[config.mk]
export PLATFORM = sky130hd
export DESIGN_NAME = mask_centroid_flat
export DESIGN_NICKNAME = d
export VERILOG_FILES = /design/src/rtl/mask_centroid_pkg.sv /design/src/rtl/mask_centroid_if.sv /design/src/rtl/mask_centroid_serial_divider.sv /design/src/rtl/mask_centroid.sv /design/src/flat_wrapper.sv
export SDC_FILE = /design/constraint.sdc
export NUM_CORES = 1
export LEC_CHECK = 0
export BUFFER_PORTS_ARGS = -buffer_cell sky130_fd_sc_hd__clkbuf_2
export CORE_AREA = 2 2 253 255
export CTS_CLUSTER_SIZE = 28
export DETAILED_ROUTE_END_ITERATION = 16
export DIE_AREA = 0 0 255 257
export PLACE_DENSITY = 0.46
export SYNTH_ARGS = -nofsm -noshare
export SYNTH_HDL_FRONTEND = slang
export SYNTH_SLANG_ARGS = --single-unit
[constraint.sdc]
create_clock -name clock -period 8.34 [get_ports clock]
set_input_delay 1.251 -clock clock [delete_from_list [all_inputs] [get_ports clock]]
set_output_delay 1.251 -clock clock [all_outputs]
set_load 0.1 [all_outputs]
[src/rtl/mask_centroid_pkg.sv]
// Shared widths and FSM encoding for the mask centroid block.
package mask_centroid_pkg;
   localparam int X_WIDTH        = 11;
   localparam int Y_WIDTH        = 10;
   localparam int CNT_WIDTH      = 20;
   localparam int SUM_W          = X_WIDTH + CNT_WIDTH;
   localparam int SUMY_W         = Y_WIDTH + CNT_WIDTH;
   localparam int DEF_MIN_PIXELS = 64;

   typedef logic [1:0] state_t;

   localparam logic [1:0] ST_IDLE   = 2'd0;
   localparam logic [1:0] ST_DIVIDE = 2'd1;
   localparam logic [1:0] ST_DONE   = 2'd2;
endpackage

[src/rtl/mask_centroid_if.sv]
// Pixel-mask input stream and centroid report bundle.
interface mask_centroid_if;
   import mask_centroid_pkg::*;

   logic                 pixel_valid;
   logic [7:0]           color;
   logic [X_WIDTH-1:0]   x;
   logic [Y_WIDTH-1:0]   y;
   logic                 frame_end;

   logic [X_WIDTH-1:0]   centroid_x;
   logic [Y_WIDTH-1:0]   centroid_y;
   logic [CNT_WIDTH-1:0] pixel_count;
   logic                 found;
   logic                 centroid_valid;
   logic                 overrun;

   modport master (
      output pixel_valid, color, x, y, frame_end,
      input  centroid_x, centroid_y, pixel_count, found, centroid_valid, overrun
   );

   modport slave (
      input  pixel_valid, color, x, y, frame_end,
      output centroid_x, centroid_y, pixel_count, found, centroid_valid, overrun
   );
endinterface

[src/rtl/mask_centroid_serial_divider.sv]
// Restoring serial divider: one quotient bit per cycle, W cycles after start.
module mask_centroid_serial_divider #(
   parameter int W  = 31,
   parameter int QW = 11
) (
   input  logic          clock,
   input  logic          reset,
   input  logic          start,
   input  logic [W-1:0]  dividend,
   input  logic [W-1:0]  divisor,
   output logic          busy,
   output logic          done,
   output logic [QW-1:0] quotient
);
   localparam int CW = $clog2(W + 1);

   logic [W-1:0]  rem_reg;
   logic [W-1:0]  quo_reg;
   logic [W-1:0]  div_reg;
   logic [CW-1:0] cnt_reg;
   logic          busy_reg;
   logic          done_reg;

   logic [W:0]    trial_next;
   logic [W:0]    diff_next;
   logic          take_next;

   // Remainder stays below the divisor, so the borrow bit alone decides.
   always_comb begin
      trial_next = {rem_reg, quo_reg[W-1]};
      diff_next  = trial_next - {1'b0, div_reg};
      take_next  = ~diff_next[W];
   end

   always_ff @(posedge clock or negedge reset) begin
      if (!reset) begin
         rem_reg  <= '0;
         quo_reg  <= '0;
         div_reg  <= '0;
         cnt_reg  <= '0;
         busy_reg <= 1'b0;
         done_reg <= 1'b0;
      end else begin
         done_reg <= 1'b0;
         if (start) begin
            rem_reg  <= '0;
            quo_reg  <= dividend;
            div_reg  <= divisor;
            cnt_reg  <= CW'(W);
            busy_reg <= 1'b1;
         end else if (busy_reg) begin
            rem_reg <= take_next ? diff_next[W-1:0] : trial_next[W-1:0];
            quo_reg <= {quo_reg[W-2:0], take_next};
            cnt_reg <= cnt_reg - 1'b1;
            if (cnt_reg == CW'(1)) begin
               busy_reg <= 1'b0;
               done_reg <= 1'b1;
            end
         end
      end
   end

   assign busy     = busy_reg;
   assign done     = done_reg;
   assign quotient = quo_reg[QW-1:0];
endmodule

[src/rtl/mask_centroid.sv]
// Per-frame hit accumulation of a binary mask and serial centroid computation.
module mask_centroid
   import mask_centroid_pkg::*;
#(
   parameter int MIN_PIXELS = DEF_MIN_PIXELS
) (
   input  logic            clock,
   input  logic            reset,
   mask_centroid_if.slave  bus
);
   logic [CNT_WIDTH-1:0] count_reg;
   logic [CNT_WIDTH-1:0] count_next;
   logic [SUM_W-1:0]     sum_x_reg;
   logic [SUM_W-1:0]     sum_x_next;
   logic [SUMY_W-1:0]    sum_y_reg;
   logic [SUMY_W-1:0]    sum_y_next;
   logic [CNT_WIDTH-1:0] snap_count_reg;
   state_t               state_reg;

   logic [X_WIDTH-1:0]   centroid_x_reg;
   logic [Y_WIDTH-1:0]   centroid_y_reg;
   logic [CNT_WIDTH-1:0] pixel_count_reg;
   logic                 found_reg;
   logic                 valid_reg;
   logic                 overrun_reg;

   logic                 hit_next;
   logic                 start_next;
   logic                 active_next;
   logic                 x_busy, y_busy, x_done, y_done;
   logic [X_WIDTH-1:0]   quo_x;
   logic [Y_WIDTH-1:0]   quo_y;

   // Counter saturation freezes the sums too, so the mean stays consistent.
   always_comb begin
      hit_next   = bus.pixel_valid && (bus.color != 8'd0) && !(&count_reg);
      count_next = count_reg;
      sum_x_next = sum_x_reg;
      sum_y_next = sum_y_reg;
      if (hit_next) begin
         count_next = count_reg + 1'b1;
         sum_x_next = sum_x_reg + SUM_W'(bus.x);
         sum_y_next = sum_y_reg + SUMY_W'(bus.y);
      end
   end

   assign start_next  = bus.frame_end && (state_reg == ST_IDLE);
   assign active_next = x_busy || y_busy || (state_reg != ST_IDLE);

   // Dividers load the frame totals including the frame_end pixel itself.
   mask_centroid_serial_divider #(.W(SUM_W), .QW(X_WIDTH)) u_div_x (
      .clock    (clock),
      .reset    (reset),
      .start    (start_next),
      .dividend (sum_x_next),
      .divisor  (SUM_W'(count_next)),
      .busy     (x_busy),
      .done     (x_done),
      .quotient (quo_x)
   );

   mask_centroid_serial_divider #(.W(SUM_W), .QW(Y_WIDTH)) u_div_y (
      .clock    (clock),
      .reset    (reset),
      .start    (start_next),
      .dividend (SUM_W'(sum_y_next)),
      .divisor  (SUM_W'(count_next)),
      .busy     (y_busy),
      .done     (y_done),
      .quotient (quo_y)
   );

   always_ff @(posedge clock or negedge reset) begin
      if (!reset) begin
         count_reg       <= '0;
         sum_x_reg       <= '0;
         sum_y_reg       <= '0;
         snap_count_reg  <= '0;
         state_reg       <= ST_IDLE;
         centroid_x_reg  <= '0;
         centroid_y_reg  <= '0;
         pixel_count_reg <= '0;
         found_reg       <= 1'b0;
         valid_reg       <= 1'b0;
         overrun_reg     <= 1'b0;
      end else begin
         if (bus.frame_end) begin
            count_reg <= '0;
            sum_x_reg <= '0;
            sum_y_reg <= '0;
         end else begin
            count_reg <= count_next;
            sum_x_reg <= sum_x_next;
            sum_y_reg <= sum_y_next;
         end

         if (bus.frame_end && active_next) begin
            overrun_reg <= 1'b1;
         end

         valid_reg <= 1'b0;
         case (state_reg)
            ST_IDLE: begin
               if (start_next) begin
                  snap_count_reg <= count_next;
                  state_reg      <= ST_DIVIDE;
               end
            end
            ST_DIVIDE: begin
               if (x_done && y_done) begin
                  // An empty frame would divide by zero; report the origin instead.
                  centroid_x_reg  <= (snap_count_reg == '0) ? '0 : quo_x;
                  centroid_y_reg  <= (snap_count_reg == '0) ? '0 : quo_y;
                  pixel_count_reg <= snap_count_reg;
                  found_reg       <= (snap_count_reg >= CNT_WIDTH'(MIN_PIXELS));
                  valid_reg       <= 1'b1;
                  state_reg       <= ST_DONE;
               end
            end
            ST_DONE: state_reg <= ST_IDLE;
            default: state_reg <= ST_IDLE;
         endcase
      end
   end

   assign bus.centroid_x     = centroid_x_reg;
   assign bus.centroid_y     = centroid_y_reg;
   assign bus.pixel_count    = pixel_count_reg;
   assign bus.found          = found_reg;
   assign bus.centroid_valid = valid_reg;
   assign bus.overrun        = overrun_reg;
endmodule

[src/flat_wrapper.sv]
// flat-port wrapper written by rule: the top's interface ports become plain ports
module mask_centroid_flat import mask_centroid_pkg::*;
#(
   parameter int MIN_PIXELS = DEF_MIN_PIXELS
)
  (clock, reset, bus_pixel_valid, bus_color, bus_x, bus_y, bus_frame_end, bus_centroid_x, bus_centroid_y, bus_pixel_count, bus_found, bus_centroid_valid, bus_overrun);
  mask_centroid_if bus_i ();
  input  logic clock;
  input  logic reset;
  input wire logic [$bits(bus_i.pixel_valid)-1:0] bus_pixel_valid;
  input wire logic [$bits(bus_i.color)-1:0] bus_color;
  input wire logic [$bits(bus_i.x)-1:0] bus_x;
  input wire logic [$bits(bus_i.y)-1:0] bus_y;
  input wire logic [$bits(bus_i.frame_end)-1:0] bus_frame_end;
  output wire logic [$bits(bus_i.centroid_x)-1:0] bus_centroid_x;
  output wire logic [$bits(bus_i.centroid_y)-1:0] bus_centroid_y;
  output wire logic [$bits(bus_i.pixel_count)-1:0] bus_pixel_count;
  output wire logic [$bits(bus_i.found)-1:0] bus_found;
  output wire logic [$bits(bus_i.centroid_valid)-1:0] bus_centroid_valid;
  output wire logic [$bits(bus_i.overrun)-1:0] bus_overrun;
  assign bus_i.pixel_valid = bus_pixel_valid;
  assign bus_i.color = bus_color;
  assign bus_i.x = bus_x;
  assign bus_i.y = bus_y;
  assign bus_i.frame_end = bus_frame_end;
  assign bus_centroid_x = bus_i.centroid_x;
  assign bus_centroid_y = bus_i.centroid_y;
  assign bus_pixel_count = bus_i.pixel_count;
  assign bus_found = bus_i.found;
  assign bus_centroid_valid = bus_i.centroid_valid;
  assign bus_overrun = bus_i.overrun;
  mask_centroid #(.MIN_PIXELS(MIN_PIXELS)) u_core (.clock(clock), .reset(reset), .bus(bus_i));
endmodule
Word level (Yosys, flattened, before mapping) --
Index checks and enable logic that the tools add are counted.
Cells by class: $add $sub $neg 7, magnitude comparators 1, eq/ne operators 5, mux-type cells 39, bitwise operators 2, reduce and logical (&&, ||, !) cells 18
Operator list (number):
- 31-bit two-way mux | 12
- 32-bit by 20-bit subtractor with 32-bit output | 2
- 30-bit two-way mux | 2
- 20-bit two-way mux | 2
- 31-bit by 11-bit adder with 31-bit output | 1
- 30-bit by 10-bit adder with 30-bit output | 1
- 20-bit by 1-bit adder with 20-bit output, second input constant | 1
- 20-bit by 7-bit >= comparator with 1-bit output, second input constant | 1
- 20-bit zero test | 1
- 5-bit two-way mux | 4
- 20-bit AND reduction | 1
- 1-bit two-way mux | 14
- 11-bit two-way mux | 1
- 5-bit by 1-bit equality test with 1-bit output, second input constant | 2
- 10-bit two-way mux | 1
- 5-bit by 1-bit subtractor with 5-bit output, second input constant | 2
- 8-bit nonzero test | 1
- 2-bit AND reduction | 3
- 2-bit nonzero test | 3
- 1-bit logical AND | 5
- 2-bit two-way mux | 2
- 2-bit by 1-bit inequality test with 1-bit output, second input constant | 2
- 2-bit case mux with 2 select lines | 1
- 2-bit by 1-bit equality test with 1-bit output, second input constant | 1
- 4 further kinds | 6
Storage, ports and cells: register bits after elaboration 305

Longest topological paths before layout --
Gate-level depths: netlist of run 1.
depth in word-level cells 5, mapped depth 14, gate-level depth less buffers 13

Hierarchy --
Synthesis of run 1 repeated with hierarchy kept, for this count alone.
Second synthesis, totals: cells, all modules 2273, area total of the unflattened synthesis 20464.6 µm²
Modules (own cells, without submodules):
- mask_centroid | times used 1, cells an instance 798, area an instance 7637.3 µm², sequential area each 3678.5 µm²
- mask_centroid_serial_divider at u_core.u_div_x | times used 1, cells an instance 738, area an instance 6417.4 µm², sequential area each 2502.4 µm²
- mask_centroid_serial_divider at u_core.u_div_y | times used 1, cells an instance 737, area an instance 6409.9 µm², sequential area each 2502.4 µm²

Least setup slack after synthesis of run 1 --
OpenSTA, ideal clock, no wires.
kind in2reg, from input port bus_x[0], to register u_core.u_div_x.quo_reg[22], library setup time 0.133 ns, arrival time 3.738 ns, required time 8.207 ns, path slack 4.470 ns, stages on the path 11, path buffers 0, cells stage by stage ha_1 > fa_1 > a21o_1 > a21o_1 > a2111oi_0 > nor3_1 > o31ai_1 > a211oi_1 > nand4_1 > xor2_1 > a21oi_1
Between the ends: longest elaborated chain between the ends 3
Ends and longest elaborated chain:
- start: declaration | RTL line flat_wrapper.sv:12 | input wire logic [$bits(bus_i.x)-1:0] bus_x;
- 31-bit by 11-bit adder with 31-bit output | RTL line mask_centroid.sv:42 | sum_x_next = sum_x_reg + SUM_W'(bus.x);
- 31-bit two-way mux | RTL line mask_centroid.sv:40 | if (hit_next) begin
- 31-bit two-way mux | RTL line mask_centroid_serial_divider.sv:45 | if (start) begin
- end signal: assignment | RTL line mask_centroid_serial_divider.sv:47 | quo_reg <= dividend;
- end signal: assignment | RTL line mask_centroid_serial_divider.sv:53 | quo_reg <= {quo_reg[W-2:0], take_next};
- end: declaration | RTL line mask_centroid_serial_divider.sv:18 | logic [W-1:0] quo_reg;
No other way between the ends. A chain may end at the register's enable or synchronous reset.

==> reports/metrics.yaml, run 1 <==
clock_tree:
  cts_sinks: 285
  numCtsBuffers: 38
  clkLatencyLatePin_ns: 0.55
  htree_levels: 2
  cts-root-buf: "clkbuf_16"
  hold_buffers: 0
  clockBufferDepth: 3
  cts_tree: "built"
  cts_repair_resize_count: 0
  post_cts_buffers: 0
  clkSlewWorstSetupHoldPaths_ns: 0.06
synth:
  netlist.area_leader.share_pct: 45.9
  async_reset_ff_share_pct: 100
  synthCells: 1628
  muxShareOfSynthArea_pct: 3.69
  synth_xor_area_share_pct: 7.45
  synth_commonest_cells: "dfrtp_1 (285), a21oi_1 (153), nor2_1 (148), o21ai_0 (120), nand2_1 (117)"
  synth_top_family_by_area: "compound AO/OA/AOI/OAI gates"
  ys_top_cells_by_area: "dfrtp_1 (46%), ha_1 (5.3%), a21oi_1 (4.9%), xnor2_1 (4.5%), o21ai_0 (3.9%)"
  synth_fa_ha_area_share_pct: 5.83
  syn-cell-area_sq_mm: 0.0155
  yosysSeqAreaShare_pct: 45.9
  synth_warnings: 0
  synth.distinct_cells: 65
  synth_compound_area_share_pct: 18.4
  synth.avg_cell_area_sq_um: 9.54
  yosysMostFrequentCell: "dfrtp_1"
  syn-num-nets: 1731
  yosysTopAreaCell: "dfrtp_1"
  synthSimpleGateAreaFrac_pct: 15.4
  synth_seq_cells: 285
  ys.flop_type: "dfrtp_1"
  synth_edf_count: 0
cells_and_area:
  multi_input_comb_area_sq_mm: 0.00792
  seq_area_sq_mm: 0.00714
  nets: 1772
  fin_cells: 2544
  drive_above_1_share_pct: 10.0
  area_growth_pct: 16.5
  n_antenna_cell: 0
  fillCellCount: 6635
  design_area_sq_mm: 0.0181
timing:
  max-slew-margin-rel_pct: 24.7
  slew_violations: 0
  skew_ns: 0.0143
  setup_violations: 0
  tightest_slew_ns: 1.13
  fin_crit_sh_pct: 49.0
  rsz0062_at_grt: "false"
  hold_viol: 0
  period_needed_ns: 4.09
  setup_ws_ns: 4.25
  fmaxAchievable_ghz: 0.245
  setup-tns-final_ns: 0
pwr:
  ir_drop_v: 0.000133
  powerDensity_mw_per_mm2: 297
  p_leak_nw: 7.69
  report.power.total_mw: 5.37
floorplanning:
  core_sq_mm: 0.0627
  die_h_microns: 257
  dieWidth_microns: 255
  initial_utilization_pct: 24.7
  boundaryPins: 77
  row_count: 92
  dieArea_sq_mm: 0.0655
routing:
  vias: 11800
  wire_per_inst_microns: 15.7
  vias_per_cell: 4.64
  drtIter0Drc: 573
  remaining_drc_errors: 0
  ant_nets: 0
  drt_wl_total_microns: 40000
  firstDrtPassIters: 5
global_routing:
  grt_max_degree: 146
  grt_pass1_vias: 12100
  grt_busiest_layer: "met2"
  met2_usage_pct: 20.2
  grt_pass1_wl_microns: 65300
  grt_use_total_pct: 12.3
  met3_usage_pct: 2.32
  grt_use_met1_pct: 16.6
  overflow: 0
  antenna_found_initial: 0
place:
  dp_cells: 2475
  port-buffer-count: 76
  place_hpwl_microns: 25600
  place_ws_ns: 3.88
  gp_congestion: 0.768
  placed_area_sq_mm: 0.0168
setup_path:
  critPathBufInv: 1
  cp_slowest_cell: "or4b_1"
  cp.arrival_ns: 4.56
  path_class: "register to register"
  start_kind: "register"
  max_stage_delay_ns: 0.66
  worst-path-max-fanout: 9
  worst-endpoint-required_ns: 8.81
  crit_top_cell: "a31oi_1"
  critPathTopFamily: "compound AO/OA/AOI/OAI gates"
  cp_cell_sequence: "ha_1, inv_1, fa_1, a211oi_1, nor2_1, o31ai_1, o211ai_1, a31oi_1, o21ai_0, or4b_1, or4_1, a31oi_1"
  cp-end-kind: "register"
run:
  cap_violations: 0
outcome:
  status: "finished, final reports clean"
min_path:
  hp-class: "register to register"
==> cells by family (layout without fill, tap and decap cells) <==
family | Yosys count | in the layout
multiplexers | 57 | 57
AND/OR/NAND/NOR | 484 | 484
AO/OA/AOI/OAI | 466 | 466
XOR/XNOR | 132 | 132
adder cells (fa/ha/maj) | 70 | 70
buffers and inverters | 134 | 204
flip-flops | 285 | 285
==> report_power, final <==
group	internal, mW	leakage (nW)	switching (mW)
clock	1.05	0.636	0.650
sequential	1.67	3.67	0.310
combinational	0.746	3.38	0.943
total	3.46	7.69	1.90
==> per-stage QoR <==
stage               hold WS (ns)  util, %
floorplan                  0.440        -
global placement           0.452     26.8
detailed placement         0.470     26.8
CTS                        0.482     28.8
global route               0.496     28.8
finish                     0.474     28.8
==> cell type report <==
type	instances	share of cell area, %
multi-input combinational	1209	43.8
clock buffer	57	6.39
timing repair buffer	87	2.68
inverter	48	0.996
clock inverter	12	0.796
sequential	285	39.5
tap	846	5.85
==> worst paths after layout <==
| kind | start | endpoint | slack [ns] | cells after the start |
|---|---|---|---|---|
| min | u_core.snap_count_reg[8]$_DFFE_PN0P_ | u_core.snap_count_reg[8]$_DFFE_PN0P_ | 0.47 | 2 |
| min reg2reg | u_core.snap_count_reg[8]$_DFFE_PN0P_ | u_core.snap_count_reg[8]$_DFFE_PN0P_ | 0.47 | 2 |
| min in group asynchronous | reset | u_core.bus.centroid_x[5]$_DFFE_PN0P_ | 0.73 | 1 |
| max in group asynchronous | reset | u_core.bus.pixel_count[15]$_DFFE_PN0P_ | 6.34 | 2 |
| max | u_core.snap_count_reg[0]$_DFFE_PN0P_ | u_core.u_div_y.rem_reg[24]$_DFFE_PN0P_ | 4.25 | 12 |
| max reg2reg | u_core.snap_count_reg[0]$_DFFE_PN0P_ | u_core.u_div_y.rem_reg[24]$_DFFE_PN0P_ | 4.25 | 12 |
==> cells in the final DEF, fill, tap and decap left out, types with 29 or more instances in the layout <==
master       n
nor2_1     147
clkbuf_2    74
o21ai_0    120
a21oi_1    152
nand2_1    116
xor2_1      53
xnor2_1     78
mux2i_1     55
inv_1       48
dfrtp_1    283
clkbuf_16   41
nor2b_1     66
ha_1        66
a211oi_1    70
nand3_1     29
==> worst reg2reg max path: cells and delay by family (launching register included) <==
family,cells,cell delay (ns)
AND/OR/NAND/NOR,3,1.22
adder cells (fa/ha/maj),2,0.62
AO/OA/AOI/OAI,6,1.68
flip-flops,1,0.44
buffers and inverters,1,0.05
==> routing by layer <==
metal / up-vias / wire length (microns) / share of wire [%]
li1: 5873 / - / -
met1: 5713 / 19300 / 48
met2: 152 / 18500 / 46
met3: 58 / 1300 / 3.3
met4: 0 / 836 / 2.1
met5: - / 0 / 0
Note: power is estimated with default switching activity, not from simulation.
==> run 2: changes to the inputs <==
- clock period: 8.34 -> 4.2 ns (I/O delays scaled with it)
==> reports/metrics.yaml, run 2 (synthesis gave the netlist of run 1 again) <==
setup_path:
  cp-end-kind: "register"
  cp_cell_sequence: "ha_1, inv_1, fa_1, a211oi_1, nor2_1, o31ai_1, o211ai_1, a31oi_1, o21ai_0, or4b_1, or4_1, a31oi_1"
  cp_slowest_cell: "or4b_1"
  regToRegEndpoint: "u_core.u_div_y.rem_reg[24]$_DFFE_PN0P_"
  crit_start: "u_core.snap_count_reg[0]$_DFFE_PN0P_"
  r2r_slack_ns: 0.45  # -3.80 ns
  path_class: "register to register"
  start_kind: "register"
  cp-endpoint: "u_core.u_div_y.rem_reg[24]$_DFFE_PN0P_"
  r2r_start: "u_core.snap_count_reg[0]$_DFFE_PN0P_"
  worst-endpoint-required_ns: 4.67  # -4.14 ns
  worst-path-max-fanout: 9  # unchanged
  critPathTopFamily: "compound AO/OA/AOI/OAI gates"
  ff2ff_path_depth: 12  # unchanged
  max_stage_delay_ns: 0.66  # about the same
  cp.arrival_ns: 4.22  # -0.34 ns
  worst-path-stages: 12  # unchanged
  critPathBufInv: 1  # unchanged
  crit_top_cell: "a31oi_1"
place:
  dp_cells: 2497  # +0.89%
  place_ws_ns: 0.381  # -3.50 ns
  place_hpwl_microns: 26800  # +4.5%
  gp_congestion: 0.777  # +1.1%
  placed_area_sq_mm: 0.0170  # +1.2%
  port-buffer-count: 76  # unchanged
floorplanning:
  dieWidth_microns: 255  # unchanged
  dieArea_sq_mm: 0.0655  # unchanged
  core_sq_mm: 0.0627  # unchanged
  boundaryPins: 77  # unchanged
  row_count: 92  # unchanged
  die_h_microns: 257  # unchanged
  initial_utilization_pct: 24.7  # unchanged
timing:
  fin_crit_sh_pct: 89.3  # +40 points
  max-slew-margin-rel_pct: 27.9  # +3.2 points
  hold_ws_ns: 0.137  # -0.337 ns
  skew_ns: 0.0346  # +0.0203 ns
  setup_ws_ns: 0.450  # -3.80 ns
  slew_violations: 0  # unchanged
  rsz0062_at_grt: "false"
  hold_viol: 0  # unchanged
  period_needed_ns: 3.75  # -0.337 ns
  setup_violations: 0  # unchanged
  tightest_slew_ns: 1.07  # -0.0549 ns
  fmaxAchievable_ghz: 0.267  # +9.0%
  setup-tns-final_ns: 0  # unchanged
cells_and_area:
  fillCellCount: 6636  # +0.015%
  nets: 1792  # +1.1%
  fin_util_pct: 29.0  # +0.16 points
  multi_input_comb_area_sq_mm: 0.00792  # unchanged
  design_area_sq_mm: 0.0182  # +0.57%
  fin_cells: 2560  # +0.63%
  final_cell_mix: "dfrtp_1 (283), a21oi_1 (152), nor2_1 (147), o21ai_0 (120), nand2_1 (116)"
  drive_above_1_share_pct: 10.9  # +0.90 points
  n_antenna_cell: 0  # unchanged
  seq_area_sq_mm: 0.00714  # unchanged
  final_common_cell: "dfrtp_1"
  area_growth_pct: 17.2
routing:
  drt_wl_total_microns: 40300  # +0.81%
  vias_per_cell: 4.65  # +0.38%
  firstDrtPassIters: 5  # unchanged
  drtIter0Drc: 612  # +6.8%
  wire_per_inst_microns: 15.7  # +0.18%
  remaining_drc_errors: 0  # unchanged
  vias: 11900  # +1.0%
  ant_nets: 0  # unchanged
global_routing:
  grt_pass1_wl_microns: 66200  # +1.3%
  antenna_found_initial: 1  # +1
  grt_max_degree: 107  # -27%
  overflow: 0  # unchanged
  grt_use_total_pct: 12.5  # +0.17 points
  grt_pass1_vias: 12200  # +0.75%
pwr:
  ir_drop_v: 0.000262  # +97%
  powerDensity_mw_per_mm2: 577  # +94%
  report.power.total_mw: 10.5  # +96%
  p_leak_nw: 7.76  # +0.88%
run:
  cap_violations: 0  # unchanged
clock_tree:
  numCtsBuffers: 36  # -5.3%
  htree_levels: 2  # unchanged
  post_cts_buffers: 0  # unchanged
  cts_repair_resize_count: 0  # unchanged
  cts_sinks: 285  # unchanged
  clkLatencyLatePin_ns: 0.57  # +0.02 ns
  cts_tree: "built"
  clkSlewWorstSetupHoldPaths_ns: 0.06  # about the same
  hold_buffers: 0  # unchanged
  cts-root-buf: "clkbuf_16"
  clockBufferDepth: 3  # unchanged
min_path:
  hp-class: "input port to async pin"
outcome:
  status: "finished, final reports clean"
==> run 2: changes by cell type in the layout (fill, tap and decap cells not counted), sizes merged <==
cell	before	now
buf	13	35
clkbuf	131	125
clkinv	7	8
clkinvlp	2	0
inv	48	49
==> run 2: metal layers <==
metal | track usage [%] | up-vias | wire length, microns
met3 | 2.47 | 60 | 1510
met2 | 20.4 | 144 | 18600
met4 | 3.18 | 2 | 781
li1 | - | 5910 | -
met5 | 0 | - | 10
met1 | 16.9 | 5799 | 19400
==> run 2: worst min path at each step <==
stage | startpoint | to | depth (start not counted)
6_report | reset | u_core.u_div_x.rem_reg[26]$_DFFE_PN0P_ | 1
5_1_grt | reset | u_core.u_div_x.rem_reg[26]$_DFFE_PN0P_ | 1
4_1_cts | reset | u_core.u_div_x.rem_reg[26]$_DFFE_PN0P_ | 1
3_5_place_dp | u_core.bus.overrun$_DFFE_PN0P_ | u_core.bus.overrun$_DFFE_PN0P_ | 1
3_3_place_gp | u_core.u_div_y.done$_DFF_PN0_ | u_core.state_reg[0]$_DFFE_PN0P_ | 1
2_1_floorplan | reset | u_core.bus.centroid_valid$_DFF_PN0_ | 0
==> run 2: area by class of cell <==
class	count	area share, %
repair buffers	109	3.78
flip-flops and latches	285	39.3
clock buffers	51	5.65
well taps	846	5.82
multi-input cells	1209	43.6
clock inverters	12	0.949
inverters	48	0.991
==> run 2: worst register-to-register path: cells and delay by family, from the launching register on <==
| family | cells | cell delay [ns] |
|---|---|---|
| AOI/OAI and AO/OA | 6 | 1.36 |
| adders and majority gates | 2 | 0.62 |
| buffers and inverters | 1 | 0.06 |
| DFF | 1 | 0.42 |
| and+or+nand+nor | 3 | 1.20 |
==> run 2: report_power, final <==
| part | leakage [nW] | switching, mW | internal (mW) |
|---|---|---|---|
| clock | 0.591 | 1.26 | 1.90 |
| sequential | 3.67 | 0.593 | 3.31 |
| combinational | 3.50 | 1.91 | 1.52 |
| total | 7.76 | 3.77 | 6.73 |
